$ cat src/rtl/store_unit.sv
// store_unit: CPU store path to data memory. Validates size/alignment, lane-shifts
// write data, builds byte strobes and holds one outstanding write until mem_ack
// or a TIMEOUT-cycle abort.
// Ports:
//   clk, rst                 clock, synchronous active-high reset
//   st_valid/st_ready        CPU request handshake (ready only while idle)
//   st_addr/st_data/st_size  store byte address, right-justified data, width
//   mem_req/mem_addr/mem_wdata/mem_wstrb/mem_ack   memory write channel
//   st_done, st_err/err_code completion and error pulses
module store_unit #(
  parameter int unsigned TIMEOUT = 16
) (
  input  logic        clk,
  input  logic        rst,
  input  logic        st_valid,
  output logic        st_ready,
  input  logic [31:0] st_addr,
  input  logic [31:0] st_data,
  input  logic [1:0]  st_size,
  output logic        mem_req,
  output logic [31:0] mem_addr,
  output logic [31:0] mem_wdata,
  output logic [3:0]  mem_wstrb,
  input  logic        mem_ack,
  output logic        st_done,
  output logic        st_err,
  output logic [1:0]  err_code
);

  localparam int unsigned CNT_W = (TIMEOUT > 2) ? $clog2(TIMEOUT) : 1;
  localparam logic [CNT_W-1:0] CNT_LAST = CNT_W'(TIMEOUT - 1);

  localparam logic [1:0] SZ_BYTE  = 2'b00;
  localparam logic [1:0] SZ_HALF  = 2'b01;
  localparam logic [1:0] SZ_WORD  = 2'b10;

  localparam logic [1:0] ERR_NONE     = 2'b00;
  localparam logic [1:0] ERR_MISALIGN = 2'b01;
  localparam logic [1:0] ERR_SIZE     = 2'b10;
  localparam logic [1:0] ERR_TIMEOUT  = 2'b11;

  typedef enum logic {IDLE, WAIT} state_t;

  state_t           state_q, state_d;
  logic [CNT_W-1:0] cnt_q, cnt_d;
  logic [31:0]      addr_q, addr_d;
  logic [31:0]      wdata_q, wdata_d;
  logic [3:0]       wstrb_q, wstrb_d;
  logic             done_q, done_d;
  logic             err_q, err_d;
  logic [1:0]       code_q, code_d;

  logic [31:0]      lane_wdata;
  logic [3:0]       lane_wstrb;
  logic [1:0]       req_code;

  // Request check and lane placement; illegal size wins over misalignment.
  always_comb begin
    lane_wdata = st_data;
    lane_wstrb = 4'b1111;
    req_code   = ERR_NONE;
    case (st_size)
      SZ_BYTE: begin
        lane_wdata = {4{st_data[7:0]}};
        lane_wstrb = 4'b0001 << st_addr[1:0];
      end
      SZ_HALF: begin
        lane_wdata = {2{st_data[15:0]}};
        lane_wstrb = st_addr[1] ? 4'b1100 : 4'b0011;
        if (st_addr[0]) req_code = ERR_MISALIGN;
      end
      SZ_WORD: begin
        if (st_addr[1:0] != 2'b00) req_code = ERR_MISALIGN;
      end
      default: req_code = ERR_SIZE;
    endcase
  end

  // Next-state and registered-output logic.
  always_comb begin
    state_d = state_q;
    cnt_d   = cnt_q;
    addr_d  = addr_q;
    wdata_d = wdata_q;
    wstrb_d = wstrb_q;
    done_d  = 1'b0;
    err_d   = 1'b0;
    code_d  = ERR_NONE;
    case (state_q)
      IDLE: begin
        if (st_valid) begin
          if (req_code != ERR_NONE) begin
            err_d  = 1'b1;
            code_d = req_code;
          end else begin
            state_d = WAIT;
            cnt_d   = '0;
            addr_d  = {st_addr[31:2], 2'b00};
            wdata_d = lane_wdata;
            wstrb_d = lane_wstrb;
          end
        end
      end
      WAIT: begin
        // Ack beats the timeout when both land in the same cycle.
        if (mem_ack) begin
          state_d = IDLE;
          done_d  = 1'b1;
        end else if (cnt_q == CNT_LAST) begin
          state_d = IDLE;
          err_d   = 1'b1;
          code_d  = ERR_TIMEOUT;
        end else begin
          cnt_d = cnt_q + 1'b1;
        end
      end
      default: state_d = IDLE;
    endcase
  end

  // State and output registers.
  always_ff @(posedge clk) begin
    if (rst) begin
      state_q <= IDLE;
      cnt_q   <= '0;
      addr_q  <= '0;
      wdata_q <= '0;
      wstrb_q <= '0;
      done_q  <= 1'b0;
      err_q   <= 1'b0;
      code_q  <= ERR_NONE;
    end else begin
      state_q <= state_d;
      cnt_q   <= cnt_d;
      addr_q  <= addr_d;
      wdata_q <= wdata_d;
      wstrb_q <= wstrb_d;
      done_q  <= done_d;
      err_q   <= err_d;
      code_q  <= code_d;
    end
  end

  assign st_ready  = (state_q == IDLE);
  assign mem_req   = (state_q == WAIT);
  assign mem_addr  = addr_q;
  assign mem_wdata = wdata_q;
  assign mem_wstrb = wstrb_q;
  assign st_done   = done_q;
  assign st_err    = err_q;
  assign err_code  = code_q;

endmodule
$ cat config.mk
export PLATFORM = sky130hd
export DESIGN_NAME = store_unit
export DESIGN_NICKNAME = d
export VERILOG_FILES = /design/src/rtl/store_unit.sv
export SDC_FILE = /design/constraint.sdc
export NUM_CORES = 1
export LEC_CHECK = 0
export BUFFER_PORTS_ARGS = -buffer_cell sky130_fd_sc_hd__buf_2
export CORE_ASPECT_RATIO = 0.9
export CORE_MARGIN = 5
export CORE_UTILIZATION = 46
export DETAILED_ROUTE_END_ITERATION = 8
export PLACE_DENSITY = 0.79
export RECOVER_POWER = 25
export SYNTH_ARGS = -nofsm -noshare
export SYNTH_HDL_FRONTEND = slang
export SYNTH_SLANG_ARGS = --single-unit
export TNS_END_PERCENT = 5
$ cat constraint.sdc
create_clock -name clk -period 1.7 [get_ports clk]
set_clock_uncertainty 0.1 [all_clocks]
set_input_delay 0.17 -clock clk [delete_from_list [all_inputs] [get_ports clk]]
set_output_delay 0.17 -clock clk [all_outputs]
set_load 0.1 [all_outputs]
### Word level (Yosys, flattened, before mapping)

Cells that the tools add are included.

* input bits: 70
* logic and storage cells: 52
* output and inout port bits: 74
* bits in registers: 75

* reduce and logical (&&, ||, !) cells: 6
* add/sub/neg operators: 1
* mux-type cells: 27
* equal/unequal tests: 7
* bitwise logic cells: 2
* shifts and indexed selects: 1

Operators with widths (number)
* case mux 32 bit (2 select lines): 1
* 2-to-1 mux 4 bit: 5
* case mux 4 bit (2 select lines): 2
* 2-to-1 mux 1 bit: 11
* 2-to-1 mux 2 bit: 4
* != test 2 bit (second input constant): 4
* case mux 2 bit (3 select lines): 1
* adder 4 x 1 -> 4 bit (second input constant): 1
* == test 4 bit (second input constant): 1
* case mux 1 bit (2 select lines): 2
* case mux 2 bit (2 select lines): 1
* AND reduction 4 bit: 1
* nonzero test 2 bit: 2
* << shifter 1 x 2 -> 4 bit (first input constant): 1
* AND reduction 3 bit: 1
* == test 2 x 1 -> 1 bit (second input constant): 1
* == test 2 bit (second input constant): 1
* logical NOT 2 bit: 1
* inverter 1 bit: 2
* OR reduction 2 bit: 1

### Depth between registers and ports, before layout

* depth in word-level cells: 7
* mapped depth: 7

### Least setup slack after synthesis

OpenSTA, ideal clock, no wires.

* path kind: reg-to-reg
* start: register state_q, in the netlist mem_req
* end: register cnt_q[2]
* stages on the path, launching flop included: 4
* slack: -1.126 ns
* data arrival time: 2.651 ns
* library setup time: 0.075 ns
* data required time: 1.525 ns
* path through: dfxtp_1 inv_1 or4b_2 a31oi_1

* cells in the longest elaborated chain, start to end: 3
* elaborated cells on any way between the ends: 7
* classes of those cells: eq/ne: 4; mux: 1; bitwise: 1; reduce/logical: 1

Ends and longest elaborated chain
* from (decl): line 44 `state_t state_q, state_d;`
* from (signal assigned): line 133 `state_q <= state_d;`
* inverter 1 bit (*)
* via st_ready: line 16 `output logic st_ready,`
* != test 2 bit (no source line)
* AND reduction 4 bit (no source line)
* to (signal assigned): line 134 `cnt_q <= cnt_d;`
* to (decl): line 45 `logic [CNT_W-1:0] cnt_q, cnt_d;`

The timed path passes the listed nets; every way through them passes the cells marked *.
A chain may end at the register's enable or synchronous reset.

### Worst setup path in the final report

* start: register state_q, in the netlist mem_req
* end: register wdata_q[11], in the netlist mem_wdata[11]

* cells in the longest elaborated chain, start to end: 2

Ends and longest elaborated chain
* inverter 1 bit
* AND reduction 3 bit (no source line)
* to (signal assigned): line 136 `wdata_q <= wdata_d;`
* to (decl): line 47 `logic [31:0] wdata_q, wdata_d;`

Every way passes these cells.

==> flow_summary.json <==
{
  "layout-drive-gt1-share": 0.3235,
  "dieArea_sq_um": 8417,
  "path_clk_slew_ps": 70,
  "finalCriticalPeriod_ps": 1591,
  "maxCapViolCount": 0,
  "clockBufferDepth": 2,
  "ys.flop_type": "dfxtp_1",
  "core_area_sq_um": 6551,
  "slew_violations": 0,
  "cts_tree": "done",
  "min_period_over_period": 0.9360,
  "switching_power_uw": 1703,
  "clock-root-buffer": "clkbuf_8",
  "final_core_util": 0.6679,
  "routedWlPerCell_um": 14.23,
  "clock_power_share": 0.289,
  "synth_seq_cells": 75,
  "irDropWorstVdd_mv": 0.6735,
  "cts_max_level": 3,
  "grt_setup_unrepaired": "no",
  "post-place-cells": 587,
  "ys_types": 33,
  "startpoint_type": "register",
  "swShare": 0.3716,
  "hold_viol": 0,
  "grt_max_degree": 37,
  "powerDensity_nw_per_um2": 1047,
  "n_antenna_cell": 0,
  "antenna_found_initial": 0,
  "nets": 611,
  "rr_endpoint": "mem_wdata[11]",
  "grt_overflow": 0,
  "cp_data_required_time_ps": 1850,
  "dp_hpwl_um": 6448,
  "p_seq_frac": 0.416,
  "cts_sinks": 75,
  "setup_violations": 0,
  "first_pass_iters": 4,
  "drt.antenna.violating_nets": 0,
  "io_buffers": 141,
  "netlist_area_sq_um": 3073,
  "grt_pass1_vias": 2988,
  "drt-vias-per-instance": 5.093,
  "fin_cells": 634,
  "die_x_um": 96.16,
  "worstHoldPathType": "in -> reg",
  "synth_edf_count": 0,
  "synthArstFlopShare": 0,
  "syn2layout_area_growth_pct": 42.39,
  "synth_top_area_frac": 0.4886,
  "clk_latency_ps": 340,
  "drt_iter0_drc": 170,
  "num_io_pins": 144,
  "cp_max_fo": 36,
  "yosys-top-cells-area": "dfxtp_1 49%, nand2_1 13%, a21oi_1 8.0%",
  "tightest_slew_ps": 603.0,
  "syn_area_per_cell_sq_um": 8.261,
  "synth_common_cells": "105 x nand2_1, 75 x dfxtp_1, 49 x a21oi_1",
  "cp.arrival_ps": 1740,
  "end_kind": "register",
  "ys_seq_area_frac": 0.4886,
  "worstHoldEndpoint": "mem_wdata[2]",
  "synth_top_family_by_area": "simple AND/OR/NAND/NOR gates",
  "die_y_um": 87.54,
  "cts_setup_buffers": 0,
  "finalPower_uw": 4582,
  "min_path_cells": 3,
  "max_freq_mhz": 628.5,
  "yosysWarnings": 0,
  "postSynthCellCount": 372,
  "relSlewSlack": 0.5976,
  "synth_xor_area_frac": 0,
  "rr_startpoint": "mem_req",
  "muxShareOfSynthArea": 0.05212,
  "synth_compound_area_frac": 0.1910,
  "vias": 3229,
  "synthAdderAreaFrac": 0.004072,
  "initial_core_util": 0.4691,
  "grt_pass1_wl_um": 14130,
  "synth.most_common_cell": "nand2_1",
  "rows": 28,
  "outcome": "complete, no violations",
  "p_leak_uw": 0.001991,
  "grt.total_usage": 0.2166,
  "gp_congestion": 0.9180,
  "drc": 0,
  "crit_type": "reg -> reg",
  "r2r_cells": 5,
  "p_int_uw": 2879,
  "wirelength_um": 9024,
  "numCtsBuffers": 9,
  "r2r_slack_ps": 110,
  "yosys.area_share.simple": 0.1979,
  "power_frac_comb": 0.295,
  "hp-start": "st_data[2]",
  "synth_area_leader_cell": "dfxtp_1"
}
## power groups by stage
stage	Clock, uW	Combinational, uW	Sequential (uW)
floorplan	0	328	2650
finish	1320	1350	1910
CTS	1350	1350	1900
detailed placement	0	1290	1940
global placement	0	1280	1940
global route	1450	1420	1920
## state kept, by name, summed over array words and instances (netlist names)
| name | flops |
|---|---|
| st_err | 1 |
| err_code | 2 |
| mem_addr | 30 |
| mem_wstrb | 4 |
| mem_req | 1 |
| mem_wdata | 32 |
| st_done | 1 |
| cnt_q | 4 |
## worst max-delay path, cell delays in order (launching register included)
cell and delay, ps:
dfxtp_4 370, nand2b_1 220, a21oi_4 250, buf_12 230
nor2_1 60, a311oi_1 260
## routing by layer
metal	global-route usage	share of wire	vias to the layer above
met5	0	0	-
met2	0.3561	0.49	120
met3	0.05842	0.078	20
li1	-	-	1600
met4	0.1008	0.032	0
met1	0.2634	0.40	1489
## cell families after synthesis
| kind of cell | count (synthesis) |
|---|---|
| buf+inv | 36 |
| other cells | 1 |
| flops | 75 |
| mux | 16 |
| fa+ha+maj | 1 |
| compound gates | 95 |
| simple gates | 148 |
## placed cells by master, fill, tap and decap left out, drive strengths merged, types with 3 or more instances in the layout
cell         instances
a211oi               8
a21oi               50
a311oi              11
and3                 3
buf                120
clkbuf              50
dfxtp               75
dlygate4sd3         32
inv                  3
mux2i               16
nand2              105
nand3                6
nor2                24
o211ai               8
o21ai               11
## repair_timing
item | CTS | global route
hold buffers | 32 | 0
endpoints found under the hold margin | 32 | 0
resized for setup | 0 | 0
## through the flow
stage / area [sq um] / hold slack [ps] / worst slack (ps) / TNS [ps]
6_report: 4375 / 16.21 / 108.9 / 0
5_1_grt: 4375 / 6.431 / 10.51 / 0
4_1_cts: 4377 / 3.277 / 130.3 / 0
3_5_place_dp: 3859 / 317.9 / 9.429 / 0
3_3_place_gp: 3859 / 310.5 / 87.82 / 0
2_1_floorplan: 3088 / 206.0 / -314.0 / -1181
## cell type report
type | instances | area [sq um]
Sequential cell | 75 | 1505
Clock inverter | 1 | 5.005
Multi-Input combinational cell | 262 | 1379
Clock buffer | 14 | 192.7
Timing Repair Buffer | 188 | 1162
Tap cell | 90 | 112.6
Inverter | 4 | 18.77
Fill cell | 547 | 2176
## how the worst max path moves through the flow
stage,startpoint,end,cells after the start
6_report,mem_req,mem_wdata[11],5
5_1_grt,mem_req,mem_wdata[11],5
4_1_cts,mem_req,mem_wdata[11],5
3_5_place_dp,st_size[0],mem_wdata[11],6
3_3_place_gp,st_size[0],mem_wdata[13],6
2_1_floorplan,mem_req,cnt_q[2],3
No activity file was read; power rests on OpenSTA's default activity.
